**src/rtl/seq_slice_alu_if.sv**
```systemverilog
// Handshake and data bus of seq_slice_alu: request side (operands, function
// select, carry controls) and result side (result plus status flags).
interface seq_slice_alu_if #(
  parameter int unsigned WIDTH = 16
);
  logic             in_valid;
  logic             in_ready;
  logic [WIDTH-1:0] a;
  logic [WIDTH-1:0] b;
  logic [3:0]       s;
  logic             m;
  logic             cin;
  logic             use_cf;
  logic             out_valid;
  logic             out_ready;
  logic [WIDTH-1:0] f;
  logic             cout;
  logic             zero;
  logic             ovf;

  modport master (
    output in_valid, a, b, s, m, cin, use_cf, out_ready,
    input  in_ready, out_valid, f, cout, zero, ovf
  );

  modport slave (
    input  in_valid, a, b, s, m, cin, use_cf, out_ready,
    output in_ready, out_valid, f, cout, zero, ovf
  );
endinterface

```
**src/rtl/seq_slice_alu.sv**
```systemverilog
// Sequential S/M/Cin ALU: processes one SLICE-bit slice per clock, LSB first,
// with a registered inter-slice carry and a stored carry flag for chaining.
module seq_slice_alu #(
  parameter int unsigned WIDTH = 16,
  parameter int unsigned SLICE = 4
) (
  input  logic          clk,
  input  logic          rst_n,
  seq_slice_alu_if.slave bus
);

  if ((SLICE == 0) || (WIDTH == 0) || ((WIDTH % SLICE) != 0)) begin : g_param_check
    $error("seq_slice_alu: WIDTH must be a positive multiple of SLICE");
  end

  localparam int unsigned N  = WIDTH / SLICE;
  localparam int unsigned IW = (N > 1) ? $clog2(N) : 1;
  localparam logic [IW-1:0] LAST = IW'(N - 1);

  typedef enum logic [1:0] {IDLE, RUN, DONE} state_t;

  state_t           state;
  logic [WIDTH-1:0] a_r;
  logic [WIDTH-1:0] b_r;
  logic [WIDTH-1:0] f_r;
  logic [3:0]       s_r;
  logic             m_r;
  logic             carry;
  logic [IW-1:0]    idx;
  logic             cf;
  logic             cout_r;
  logic             zero_r;
  logic             ovf_r;
  logic             in_ready_r;
  logic             out_valid_r;

  logic [SLICE-1:0] a_sl;
  logic [SLICE-1:0] b_sl;
  logic [SLICE-1:0] t1;
  logic [SLICE-1:0] t2;
  logic [SLICE:0]   sum;
  logic [SLICE-1:0] res;
  logic             c_out;
  logic             c_msb;
  logic [WIDTH-1:0] f_shift;

  // Slice datapath. Operand copies are shifted right each RUN cycle so the
  // current slice is always in the low bits; the result is shifted in from
  // the top, so after N slices every slice sits at idx*SLICE.
  always_comb begin
    a_sl    = a_r[SLICE-1:0];
    b_sl    = b_r[SLICE-1:0];
    t1      = a_sl | ({SLICE{s_r[0]}} & b_sl) | ({SLICE{s_r[1]}} & ~b_sl);
    t2      = ({SLICE{s_r[2]}} & a_sl & ~b_sl) | ({SLICE{s_r[3]}} & a_sl & b_sl);
    sum     = {1'b0, t1} + {1'b0, t2} + {{SLICE{1'b0}}, carry};
    res     = m_r ? ~(t1 ^ t2) : sum[SLICE-1:0];
    c_out   = m_r ? 1'b0 : sum[SLICE];
    c_msb   = t1[SLICE-1] ^ t2[SLICE-1] ^ sum[SLICE-1];
    f_shift = f_r >> SLICE;
    f_shift[WIDTH-1 -: SLICE] = res;
  end

  // Control FSM with registered handshake outputs, result and flags.
  always_ff @(posedge clk or negedge rst_n) begin
    if (!rst_n) begin
      state       <= IDLE;
      a_r         <= '0;
      b_r         <= '0;
      f_r         <= '0;
      s_r         <= '0;
      m_r         <= 1'b0;
      carry       <= 1'b0;
      idx         <= '0;
      cf          <= 1'b0;
      cout_r      <= 1'b0;
      zero_r      <= 1'b0;
      ovf_r       <= 1'b0;
      in_ready_r  <= 1'b1;
      out_valid_r <= 1'b0;
    end else begin
      case (state)
        IDLE: begin
          if (bus.in_valid) begin
            a_r        <= bus.a;
            b_r        <= bus.b;
            s_r        <= bus.s;
            m_r        <= bus.m;
            carry      <= bus.use_cf ? cf : bus.cin;
            idx        <= '0;
            in_ready_r <= 1'b0;
            state      <= RUN;
          end
        end
        RUN: begin
          a_r   <= a_r >> SLICE;
          b_r   <= b_r >> SLICE;
          f_r   <= f_shift;
          carry <= c_out;
          if (idx == LAST) begin
            cout_r      <= c_out;
            zero_r      <= (f_shift == '0);
            ovf_r       <= m_r ? 1'b0 : (c_msb ^ c_out);
            out_valid_r <= 1'b1;
            state       <= DONE;
          end else begin
            idx <= idx + 1'b1;
          end
        end
        DONE: begin
          if (bus.out_ready) begin
            if (!m_r) begin
              cf <= cout_r;
            end
            out_valid_r <= 1'b0;
            in_ready_r  <= 1'b1;
            state       <= IDLE;
          end
        end
        default: begin
          out_valid_r <= 1'b0;
          in_ready_r  <= 1'b1;
          state       <= IDLE;
        end
      endcase
    end
  end

  assign bus.in_ready  = in_ready_r;
  assign bus.out_valid = out_valid_r;
  assign bus.f         = f_r;
  assign bus.cout      = cout_r;
  assign bus.zero      = zero_r;
  assign bus.ovf       = ovf_r;

endmodule

```
**src/flat_wrapper.sv**
```systemverilog
// flat-port wrapper written by rule: the top's interface ports become plain ports
module seq_slice_alu_flat 
#(
  parameter int unsigned WIDTH = 16,
  parameter int unsigned SLICE = 4
)
  (clk, rst_n, bus_in_valid, bus_a, bus_b, bus_s, bus_m, bus_cin, bus_use_cf, bus_out_ready, bus_in_ready, bus_out_valid, bus_f, bus_cout, bus_zero, bus_ovf);
  seq_slice_alu_if #(.WIDTH(WIDTH)) bus_i ();
  input  logic clk;
  input  logic rst_n;
  input wire logic [$bits(bus_i.in_valid)-1:0] bus_in_valid;
  input wire logic [$bits(bus_i.a)-1:0] bus_a;
  input wire logic [$bits(bus_i.b)-1:0] bus_b;
  input wire logic [$bits(bus_i.s)-1:0] bus_s;
  input wire logic [$bits(bus_i.m)-1:0] bus_m;
  input wire logic [$bits(bus_i.cin)-1:0] bus_cin;
  input wire logic [$bits(bus_i.use_cf)-1:0] bus_use_cf;
  input wire logic [$bits(bus_i.out_ready)-1:0] bus_out_ready;
  output wire logic [$bits(bus_i.in_ready)-1:0] bus_in_ready;
  output wire logic [$bits(bus_i.out_valid)-1:0] bus_out_valid;
  output wire logic [$bits(bus_i.f)-1:0] bus_f;
  output wire logic [$bits(bus_i.cout)-1:0] bus_cout;
  output wire logic [$bits(bus_i.zero)-1:0] bus_zero;
  output wire logic [$bits(bus_i.ovf)-1:0] bus_ovf;
  assign bus_i.in_valid = bus_in_valid;
  assign bus_i.a = bus_a;
  assign bus_i.b = bus_b;
  assign bus_i.s = bus_s;
  assign bus_i.m = bus_m;
  assign bus_i.cin = bus_cin;
  assign bus_i.use_cf = bus_use_cf;
  assign bus_i.out_ready = bus_out_ready;
  assign bus_in_ready = bus_i.in_ready;
  assign bus_out_valid = bus_i.out_valid;
  assign bus_f = bus_i.f;
  assign bus_cout = bus_i.cout;
  assign bus_zero = bus_i.zero;
  assign bus_ovf = bus_i.ovf;
  seq_slice_alu #(.WIDTH(WIDTH), .SLICE(SLICE)) u_core (.clk(clk), .rst_n(rst_n), .bus(bus_i));
endmodule
```
**config.mk**
```make
export PLATFORM = sky130hd
export DESIGN_NAME = seq_slice_alu_flat
export DESIGN_NICKNAME = d
export VERILOG_FILES = /design/src/rtl/seq_slice_alu_if.sv /design/src/rtl/seq_slice_alu.sv /design/src/flat_wrapper.sv
export SDC_FILE = /design/constraint.sdc
export NUM_CORES = 1
export LEC_CHECK = 0
export CORE_MARGIN = 2
export CORE_UTILIZATION = 31
export CTS_BUF_LIST = sky130_fd_sc_hd__clkbuf_4 sky130_fd_sc_hd__clkbuf_8
export DETAILED_ROUTE_END_ITERATION = 8
export GPL_TIMING_DRIVEN = 0
export MAX_ROUTING_LAYER = met4
export PLACE_DENSITY = 0.62
export SYNTH_ARGS = -nofsm -noshare
export SYNTH_HDL_FRONTEND = slang
export SYNTH_SLANG_ARGS = --single-unit
```
**constraint.sdc**
```tcl
create_clock -name clk -period 4.04 [get_ports clk]
set_input_delay 0.808 -clock clk [delete_from_list [all_inputs] [get_ports clk]]
set_output_delay 0.808 -clock clk [all_outputs]
set_load 0.1 [all_outputs]
```
==> impl_results.md <==
* Fillers at 991
* Cell Area, Synth at 3030 sq um
* Worst hold path cell count at 2
* Worst Tran Pin Value at a little under 1 ns
* Min-delay src: u_core.bus.f[3]$_DFFE_PN0P_
* Ys async rst share at 1.00
* IO Pins at 64
* Worst path cell trace: clkdlybuf4s50_1
* Drt via density at 4.66
* Status: complete, no violations
* CTS tree: built
* Hold/Removal Path Class: register to register
* Relative slew slack at 0.346
* R2R Path End: u_core.bus.ovf$_DFFE_PN0P_
* Netlist cell types at 39
* Max-Cap Viols at 0
* Final WL at 7120 microns
* CP max stage delay at ~1.1 ns
* Syn Nets at ~340
* Die Footprint at about 11000 sq um
* CP Data Required Time at approximately 3.2 ns
* Crit path max-delay family: buffers and inverters
* Routability cong. at about 0.83
* Drt pass-1 iters at 4
* RSZ-0062 raised after global routing: false
* Port Buf Inserts at 63
* Post-route setup TNS at 0 ns
* Clk root buf: clkbuf_8
* Postcts setup bufs at 0
* GRT Overall Usage at 0.149
* CP max FO at 3
* Most frequent cells in the layout: 74 x nand2_1, 63 x dfrtp_1, 62 x clkdlybuf4s50_1
* Post-cts gate resize count at 0
* CTS buffer count at 9
* Reg2reg path depth at 10
* Post-DP HPWL at 5160 microns
* Die X at approximately 100 microns
* Ys Warns at 0
* Clock-pin transition on the worst setup and hold timing paths at around 0.07 ns
* Wire length per cell at 14.2 microns
* Crit-path slowest cell: clkdlybuf4s50_1
* Antenna diode count at 0
* Area growth from synthesis to layout at 33.7%
* R2R setup slack at around 1.5 ns
* Clock latency at the later pin of the worst-skew pair at ~0.34 ns
* Final slew viol count at 0
* #FFs+latches synth at 64
* Fmax at 354 MHz
* Share of cells above drive strength 1 at 0.103
* First-pass GRT wire length at 11600 microns
* Most used DFF post-synth: dfrtp_1
* CP endpoint kind: output port
* Clock sink total at 64
* Arrival @ worst endpoint at 2.01 ns
* Sequential area share after synthesis at 0.530
* Worst Hold Path EP: u_core.bus.f[3]$_DFFE_PN0P_
* Deepest clock path buffer count at 2
* Buffers plus inverters on the worst setup path at 1
* DRT iter0 DRCs at 65
* Nets at slightly above 400
* Final Hold Vio Count at 0
* Die Y at 103 microns
* Setup Skew at 0.00518 ns
* Avg Cell Area, Syn at 10.5 sq um
* CTS H-tree lvls at 3
* Post-route minimum period at roughly 2.8 ns
* Fin crit share at 0.698
* Grt ovf at 0
* Largest net degree at the start of global routing at 65
* DR DRC count at 0
* Hold_buf cts at 0
* Critical path class: register to output port
* Reg2reg start: u_core.s_r[1]$_DFFE_PN0P_
* Final ANT Viol Nets at 0
* Num rows at 36
* Core Area at roughly 9600 sq um
* Post-Synthesis Cells at 289
* Number of synthesized flops with an enable pin at 0
* Final Setup Violations at 0
* Most common cell after layout, fill and taps aside: nand2_1
* Crit start category: register
* Vias at 2336
* Number of global-route vias before repair at between 2000 and 2500
* Initial Util at 0.314
* Initial antenna violation count at 0
==> area by class of cell <==
class	instances	area, sq um	area share
flip-flops and latches	64	1600	0.396
multi-input cells	204	1300	0.322
repair buffers	63	628	0.155
well taps	133	166	0.0411
clock buffers	11	145	0.0359
plain buffers	15	97.6	0.0241
clock inverters	5	80.1	0.0198
inverters	6	22.5	0.00557
==> cell usage after synthesis, types with 2 or more instances <==
| master | number | area share |
|---|---|---|
| a211o_1 | 4 | 0.012 |
| a21oi_1 | 5 | 0.0083 |
| a22o_1 | 9 | 0.026 |
| buf_2 | 3 | 0.0050 |
| buf_4 | 3 | 0.0074 |
| buf_6 | 2 | 0.0074 |
| clkbuf_1 | 6 | 0.0074 |
| dfrtp_1 | 63 | 0.52 |
| fa_1 | 2 | 0.013 |
| ha_1 | 5 | 0.021 |
| inv_1 | 6 | 0.0074 |
| mux2_2 | 9 | 0.033 |
| mux2i_1 | 27 | 0.089 |
| nand2_1 | 74 | 0.092 |
| nand2b_1 | 2 | 0.0041 |
| nand3_1 | 2 | 0.0033 |
| nand3b_1 | 2 | 0.0050 |
| nor2_1 | 3 | 0.0037 |
| nor2b_1 | 7 | 0.014 |
| nor4_1 | 3 | 0.0062 |
| o21ai_0 | 26 | 0.043 |
| o21ai_1 | 6 | 0.0099 |
| o31ai_1 | 2 | 0.0050 |
| or3_1 | 2 | 0.0041 |
| xor2_1 | 2 | 0.0058 |
==> registers in the layout, summed over array words and instances, names as in the netlist <==
register              flops
u_core.idx                2
u_core.a_r               16
u_core.bus.cout           1
u_core.carry              1
u_core.bus.f             16
u_core.bus.out_valid      1
u_core.bus.ovf            1
u_core.b_r               16
u_core.m_r                1
u_core.state              2
u_core.cf                 1
u_core.s_r                4
u_core.bus.in_ready       1
u_core.bus.zero           1
==> worst max path at each step <==
stage,start,to,cells past startpoint
after floorplan,u_core.b_r[0]$_DFFE_PN0P_,u_core.bus.zero$_DFFE_PN0P_,9
after global placement,rst_n,u_core.b_r[13]$_DFFE_PN0P_,1
after detailed placement,u_core.s_r[1]$_DFFE_PN0P_,u_core.bus.ovf$_DFFE_PN0P_,10
after CTS,u_core.bus.in_ready$_DFFE_PN1P_,bus_in_ready,1
after global routing,u_core.bus.in_ready$_DFFE_PN1P_,bus_in_ready,1
final,u_core.bus.in_ready$_DFFE_PN1P_,bus_in_ready,1
==> per-stage QoR <==
stage | cells | cell area [sq um] | hold WS [ns] | setup slack (ns) | utilization
6_report | 501 | 4050 | 0.481 | 1.22 | 0.420
5_1_grt | 501 | 4050 | 0.508 | 1.19 | 0.420
4_1_cts | 501 | 4050 | 0.484 | 1.20 | 0.420
3_5_place_dp | 485 | 3820 | 0.466 | 1.56 | 0.396
3_3_place_gp | 485 | 3820 | 0.458 | 0.0222 | 0.397
2_1_floorplan | 289 | 3030 | 0.450 | 1.77 | -
==> tightest hold or removal path: stages, from the launching register on <==
cell	delay, ns
dfrtp_1	0.35
nand2_1	0.05
nand2_1	0.05
==> metal layers <==
layer	part of all wire	global-route usage	vias up
met1	0.45	0.180	1115
li1	-	-	1144
met5	0	-	-
met2	0.49	0.244	66
met4	0.013	0.0476	0
met3	0.048	0.0386	11
==> cell families after synthesis <==
kind of cell,synth area share
compound gates,0.115
simple gates,0.150
mux,0.123
buf+inv,0.0397
xor+xnor,0.00869
flops,0.530
fa+ha+maj,0.0339
Power is not shown: default switching activity piles up to over one toggle a cycle in this logic, so the estimate is an artifact.
